$ cat config.mk
export PLATFORM = sky130hd
export DESIGN_NAME = obi_arbiter_2_to_1
export DESIGN_NICKNAME = d
export VERILOG_FILES = /design/src/rtl/obi_arbiter_2_to_1.sv
export SDC_FILE = /design/constraint.sdc
export NUM_CORES = 1
export LEC_CHECK = 0
export ABC_CLOCK_PERIOD_IN_PS = 1500
export CAP_MARGIN = 20
export CORE_AREA = 8 8 116 118
export DETAILED_ROUTE_END_ITERATION = 8
export DIE_AREA = 0 0 124 126
export PLACE_DENSITY = 0.66
export SLEW_MARGIN = 20
export SYNTH_ARGS = -nofsm -noshare
export SYNTH_HDL_FRONTEND = slang
export SYNTH_SLANG_ARGS = --single-unit
export TNS_END_PERCENT = 10
$ cat constraint.sdc
create_clock -name clk_i -period 1.5 [get_ports clk_i]
set_input_delay 0.225 -clock clk_i [delete_from_list [all_inputs] [get_ports clk_i]]
set_output_delay 0.225 -clock clk_i [all_outputs]
set_load 0.005 [all_outputs]
$ cat src/rtl/obi_arbiter_2_to_1.sv
// Two-master OBI arbiter with request locking and a read-owner FIFO for response routing.
// Define OBI_ARB_ROUND_ROBIN_EN for round-robin tie-breaking; default is fixed priority to m0.
module obi_arbiter_2_to_1 #(
    parameter int unsigned OUTSTANDING = 1
) (
    input  logic        clk_i,
    input  logic        rst_ni,
    input  logic        m0_req_i,
    output logic        m0_gnt_o,
    input  logic [31:0] m0_addr_i,
    input  logic        m0_we_i,
    input  logic [3:0]  m0_be_i,
    input  logic [31:0] m0_wdata_i,
    output logic        m0_rvalid_o,
    output logic [31:0] m0_rdata_o,
    input  logic        m1_req_i,
    output logic        m1_gnt_o,
    input  logic [31:0] m1_addr_i,
    input  logic        m1_we_i,
    input  logic [3:0]  m1_be_i,
    input  logic [31:0] m1_wdata_i,
    output logic        m1_rvalid_o,
    output logic [31:0] m1_rdata_o,
    output logic        out_req_o,
    input  logic        out_gnt_i,
    output logic [31:0] out_addr_o,
    output logic        out_we_o,
    output logic [3:0]  out_be_o,
    output logic [31:0] out_wdata_o,
    input  logic        out_rvalid_i,
    input  logic [31:0] out_rdata_i,
    output logic        busy_o
);

    localparam int unsigned CNT_W = $clog2(OUTSTANDING + 1);
    localparam int unsigned PTR_W = (OUTSTANDING > 1) ? $clog2(OUTSTANDING) : 1;
    localparam int unsigned DEPTH = 1 << PTR_W;

    logic [CNT_W-1:0] count;
    logic [PTR_W-1:0] wr_ptr;
    logic [PTR_W-1:0] rd_ptr;
    logic [DEPTH-1:0] owners;
    logic             lock_valid;
    logic             lock_sel;
    logic             last_grant;

    logic sel;
    logic tie_sel;
    logic full;
    logic empty;
    logic handshake;
    logic push;
    logic pop;
    logic head;

    function automatic logic [PTR_W-1:0] ptr_next(input logic [PTR_W-1:0] p);
        if (p == PTR_W'(OUTSTANDING - 1))
            return '0;
        else
            return p + 1'b1;
    endfunction

`ifdef OBI_ARB_ROUND_ROBIN_EN
    assign tie_sel = ~last_grant;
`else
    // Fixed priority: the grant history is still tracked but does not steer the tie.
    assign tie_sel = last_grant & 1'b0;
`endif

    always_comb begin
        sel = 1'b0;
        if (lock_valid)
            sel = lock_sel;
        else if (m0_req_i && m1_req_i)
            sel = tie_sel;
        else if (m1_req_i)
            sel = 1'b1;
    end

    assign full      = (count == CNT_W'(OUTSTANDING));
    assign empty     = (count == '0);
    assign out_req_o = (m0_req_i | m1_req_i) & ~full;
    assign handshake = out_req_o & out_gnt_i;

    assign out_addr_o  = sel ? m1_addr_i  : m0_addr_i;
    assign out_we_o    = sel ? m1_we_i    : m0_we_i;
    assign out_be_o    = sel ? m1_be_i    : m0_be_i;
    assign out_wdata_o = sel ? m1_wdata_i : m0_wdata_i;

    assign m0_gnt_o = handshake & ~sel;
    assign m1_gnt_o = handshake & sel;

    assign push = handshake & ~out_we_o;
    assign pop  = out_rvalid_i & ~empty;
    assign head = owners[rd_ptr];

    assign m0_rvalid_o = pop & ~head;
    assign m1_rvalid_o = pop & head;
    assign m0_rdata_o  = out_rdata_i;
    assign m1_rdata_o  = out_rdata_i;
    assign busy_o      = ~empty;

    always_ff @(posedge clk_i) begin
        if (!rst_ni) begin
            count      <= '0;
            wr_ptr     <= '0;
            rd_ptr     <= '0;
            owners     <= '0;
            lock_valid <= 1'b0;
            lock_sel   <= 1'b0;
            last_grant <= 1'b1;
        end else begin
            if (out_req_o && !out_gnt_i) begin
                lock_valid <= 1'b1;
                lock_sel   <= sel;
            end else if (handshake) begin
                lock_valid <= 1'b0;
                last_grant <= sel;
            end

            if (push) begin
                owners[wr_ptr] <= sel;
                wr_ptr         <= ptr_next(wr_ptr);
            end
            if (pop)
                rd_ptr <= ptr_next(rd_ptr);

            case ({push, pop})
                2'b10:   count <= count + 1'b1;
                2'b01:   count <= count - 1'b1;
                default: count <= count;
            endcase
        end
    end

endmodule
After elaboration in Yosys (flattened, before gate mapping)
Cells that the tools add are included.

word-level totals
  register bits = 7
  bits of input ports = 176
  output and inout port bits = 139
  logic and storage cells = 51

cells by class
  add/sub/neg operators = 4
  order comparisons = 3
  equality and inequality tests = 2
  muxes and demuxes = 17
  bitwise gates (word level) = 13
  reduce and logical (&&, ||, !) cells = 6

operators by type and width
  kind                 number
  $mux 32              2
  $mux 1               11
  $and 1x1->1          8
  $lt 1x2->1 const B   2
  $mux 4               1
  $not 1->1            4
  $reduce_bool 2->1    2
  $add 1x1->1 const B  3
  $logic_and 1x1->1    3
  $bwmux 2             1
  $eq 2x1->1 const B   1
  $eq 2x2->1 const B   1
  $pmux 1 s2           1
  $demux 1 s1          1
  $ge 1x1->1 const B   1
  $logic_not 1->1      1
  $or 1x1->1           1
  $sub 1x1->1 const B  1

Longest topological paths before layout
  word-level depth = 8
  gate-level depth with buffers = 5
  mapped depth without buffers = 3

Worst setup path before layout
No wires, ideal clock.

  kind = register to output
  start = register lock_valid
  end = output out_addr_o[0]
  arrival = 1.425 ns
  required time = 1.275 ns
  setup slack = -0.150 ns
  cell stages (with the launch flop) = 6
  path buffers = 2
  path through = dfxtp_1 or3b_4 and2_4 buf_12 buf_12 mux2_4

on the way
  longest elaborated chain between the ends = 2

RTL lines
  item                    RTL line  text
  start, declared         43        logic lock_valid;
  start signal, assigned  109       lock_valid <= 1'b0;
  start signal, assigned  114       lock_valid <= 1'b1;
  start signal, assigned  117       lock_valid <= 1'b0;
  $mux 1                  72        if (lock_valid)
  $mux 32                 85        assign out_addr_o = sel ? m1_addr_i : m0_addr_i;
  end, declared           26        output logic [31:0] out_addr_o,

No other way between the ends.

Final worst setup path
  start = register lock_valid
  end = output out_wdata_o[8]

on the way
  longest elaborated chain between the ends = 2

RTL lines
  item           RTL line  text
  $mux 1         72
  $mux 32        88        assign out_wdata_o = sel ? m1_wdata_i : m0_wdata_i;
  end, declared  29        output logic [31:0] out_wdata_o,

No other way between the ends.

==> key figures <==
Run status
  – Run status: finished, violations left
  – Failing checks: setup timing

Routing
  – Drt drc: 0
  – Total Routed Length: between 9000 and 10000 microns
  – Number of nets with antenna violations after routing: 0
  – Avg WL per Cell: 19.3 microns
  – Via Count: 1917
  – DR pass1 iterations: 4
  – Vias per Instance: roughly 3.8
  – Iter 0 DRT Violations: 31

Clock tree
  – Clock latency on the worst-skew pair: approximately 0.23 ns
  – Inserted Clock Buffers: 3
  – CTS HTree Levels: 1
  – Clock Tree Buf Depth: 2
  – Hold buffer count at CTS: 0
  – CTS root buf: clkbuf_16
  – CTS tree: yes
  – Clock sinks: 4
  – Clk pin slew, worst setup/hold paths: around 0.030 ns

Logic synthesis
  – Post-synth ARST share: 0%
  – Synth cell count leaders: 66 x mux2_4, 64 x buf_4, 7 x buf_12
  – Syn nets: between 300 and 400
  – Syn. warnings: 0
  – Yosys reg bits: 4
  – Unique masters post-synth: 23
  – Yosys top cell by area: mux2_4
  – Share of the synthesized area in the top cell type: roughly half
  – Synth area leaders: mux2_4 52%, buf_4 25%, buf_12 7.3%, dfxtp_1 4.2%, a311oi_2 1.6%
  – Post-synthesis cell count: 173
  – Sequential area share after synthesis: about 4.2%
  – Synth Flop Type: dfxtp_1
  – Cell Area, Synth: between 1500 and 2000 sq um
  – Top-count cell post-synth: mux2_4
  – Avg Cell Area, Syn: approximately 11 sq um
  – Post-synth EDFFs: 0

Place
  – HPWL Detailed: between 7000 and 8000 microns
  – Port buffer count: about 220
  – RePlAce Congestion: 0.756

Floorplanning
  – Die area: roughly 16000 sq um
  – Die Height: approximately 130 microns
  – Die Width: about 120 microns
  – I/O pin total: roughly 320
  – Core footprint: roughly 12000 sq um
  – Row count: 40
  – Starting Density: between 10% and 20%

Layout
  – Antenna cells: 0
  – Synth-to-Final Area Change: 114%
  – Share of layout cells above drive strength 1: about half
  – Final net count: roughly 530

GRT
  – Largest net degree at the start of global routing: 11
  – Global-route wire length before repair: ~13000 microns
  – GR Overflow Total: 0
  – Global Route Usage Sum: around 11%
  – Vias in the first global route: roughly 2.2k
  – Initial antenna violation count: 1

STA
  – Setup TNS: -36.11 ns
  – Fin worst setup slack: -0.563 ns
  – Hold Vio Cnt, Final: 0
  – Fin. max-slew vios: 0
  – Final cycle utilization of the critical path: 138%
  – Fin crit period: just over 2 ns
  – Endpoints failing setup: between 70 and 80
  – Fmax: ~0.48 GHz
  – Hold Slack: approximately 0.45 ns
  – Worst-Margin Slew: 0.224 ns
  – Clock skew: between 0.001 and 0.0015 ns
  – Unrepaired setup endpoints after global routing: yes
  – Slew margin rel.: a little over four fifths

Critical path
  – CP arrival: 1.84 ns
  – CP Capture Type: output pin
  – CP required: ~1.3 ns
  – CP Max Fanout: 10
  – Startpoint Class: flip-flop
  – Setup CP Type: flip-flop to output pin

Power and ir drop
  – VDD IR max: 552 uV
  – Internal power: 1.51 mW
  – Leak pwr: ~2.0 nW
  – Tot Pwr: between 2 and 2.5 mW
  – PD cells: roughly 490 nW/um^2
  – Net Switching: ~0.51 mW
  – Sequential share of power: 5.9%
  – Comb pwr share: 73.0%
  – Switching share of power: 25.4%
  – Clock Power Share: a little over a fifth

Flow run
  – Max cap viols: 0

Hold path
  – HP Class: primary input to output pin
[flip-flops by register name (all words and copies together), names as in the netlist]
name        cells
lock_sel        1
lock_valid      1
owners          1
busy_o          1
[area by class of cell]
class,instances,area [sq um]
multi-input combinational,91,1200
timing repair buffer,250,2540
fill,1159,7620
inverter,5,18.8
sequential,4,80.1
tap,147,184
clock buffer,3,75.1
[cells by family (layout without fill, tap and decap cells)]
kind of cell	Yosys count	count (layout)	share of synthesized area [%]
mux	68	68	53.1
flops	4	4	4.19
buf+inv	78	258	34.5
compound gates	9	9	4.13
simple gates	14	14	4.13
[stage by stage]
| stage | instance area (sq um) | util (%) | std cells | setup WS [ns] |
|---|---|---|---|---|
| after detailed placement | 3790 | 32.3 | 480 | -0.992 |
| after global placement | 3790 | 32.3 | 480 | -0.991 |
| final | 4100 | 35.0 | 500 | -0.563 |
| after CTS | 4160 | 35.5 | 499 | -0.650 |
| after global routing | 4100 | 35.0 | 500 | -0.594 |
| after floorplan | 1910 | - | 173 | -0.128 |
[routing by layer]
| layer | global-route usage [%] | routed length (microns) | vias to the layer above |
|---|---|---|---|
| met5 | 0 | 10 | - |
| met3 | 3.22 | 1200 | 27 |
| li1 | - | - | 893 |
| met1 | 11.3 | 3430 | 876 |
| met2 | 21.0 | 4900 | 119 |
| met4 | 2.45 | 99 | 2 |
[path summary, 6_finish.rpt]
path                                      start        endpoint  slack (ns)  depth (start not counted)
worst min-delay path            out_rdata_i[11]  m0_rdata_o[11]        0.45                          0
worst min register to register        owners[0]       owners[0]        0.60                          2
worst max-delay path                 lock_valid  out_wdata_o[8]       -0.56                          6
worst max register to register       lock_valid        lock_sel       -0.10                          6
[cell usage in the layout (no fill, tap or decap), types with 4 or more instances in the layout]
| master | n |
|---|---|
| clkdlybuf4s50_1 | 142 |
| mux2_4 | 68 |
| buf_6 | 52 |
| clkbuf_2 | 20 |
| buf_4 | 16 |
| dlygate4sd2_1 | 10 |
| inv_1 | 5 |
| buf_16 | 5 |
| dfxtp_1 | 4 |
| buf_12 | 4 |
[worst max-delay path: stages (launching register included)]
cell and delay [ns]:
dfxtp_1 0.30, or3b_4 0.37, and2_4 0.19, buf_12 0.16, buf_16 0.15, mux2_4 0.31
buf_6 0.12
[power groups by stage]
stage                     combinational [mW]  clock (mW)  sequential, mW
after CTS                               1.50       0.431           0.118
after global routing                    1.56       0.433           0.119
after floorplan                        0.676           0           0.120
after global placement                  1.34           0           0.119
final                                   1.47       0.427           0.118
after detailed placement                1.35           0           0.120
[repair_timing]
item,in CTS,in global routing
resized for setup,290,28
endpoints found under the setup margin,77,73
pin swaps,3,0
cloned,5,0
buffers inserted,11,1
(Power assumes the default switching activity.)
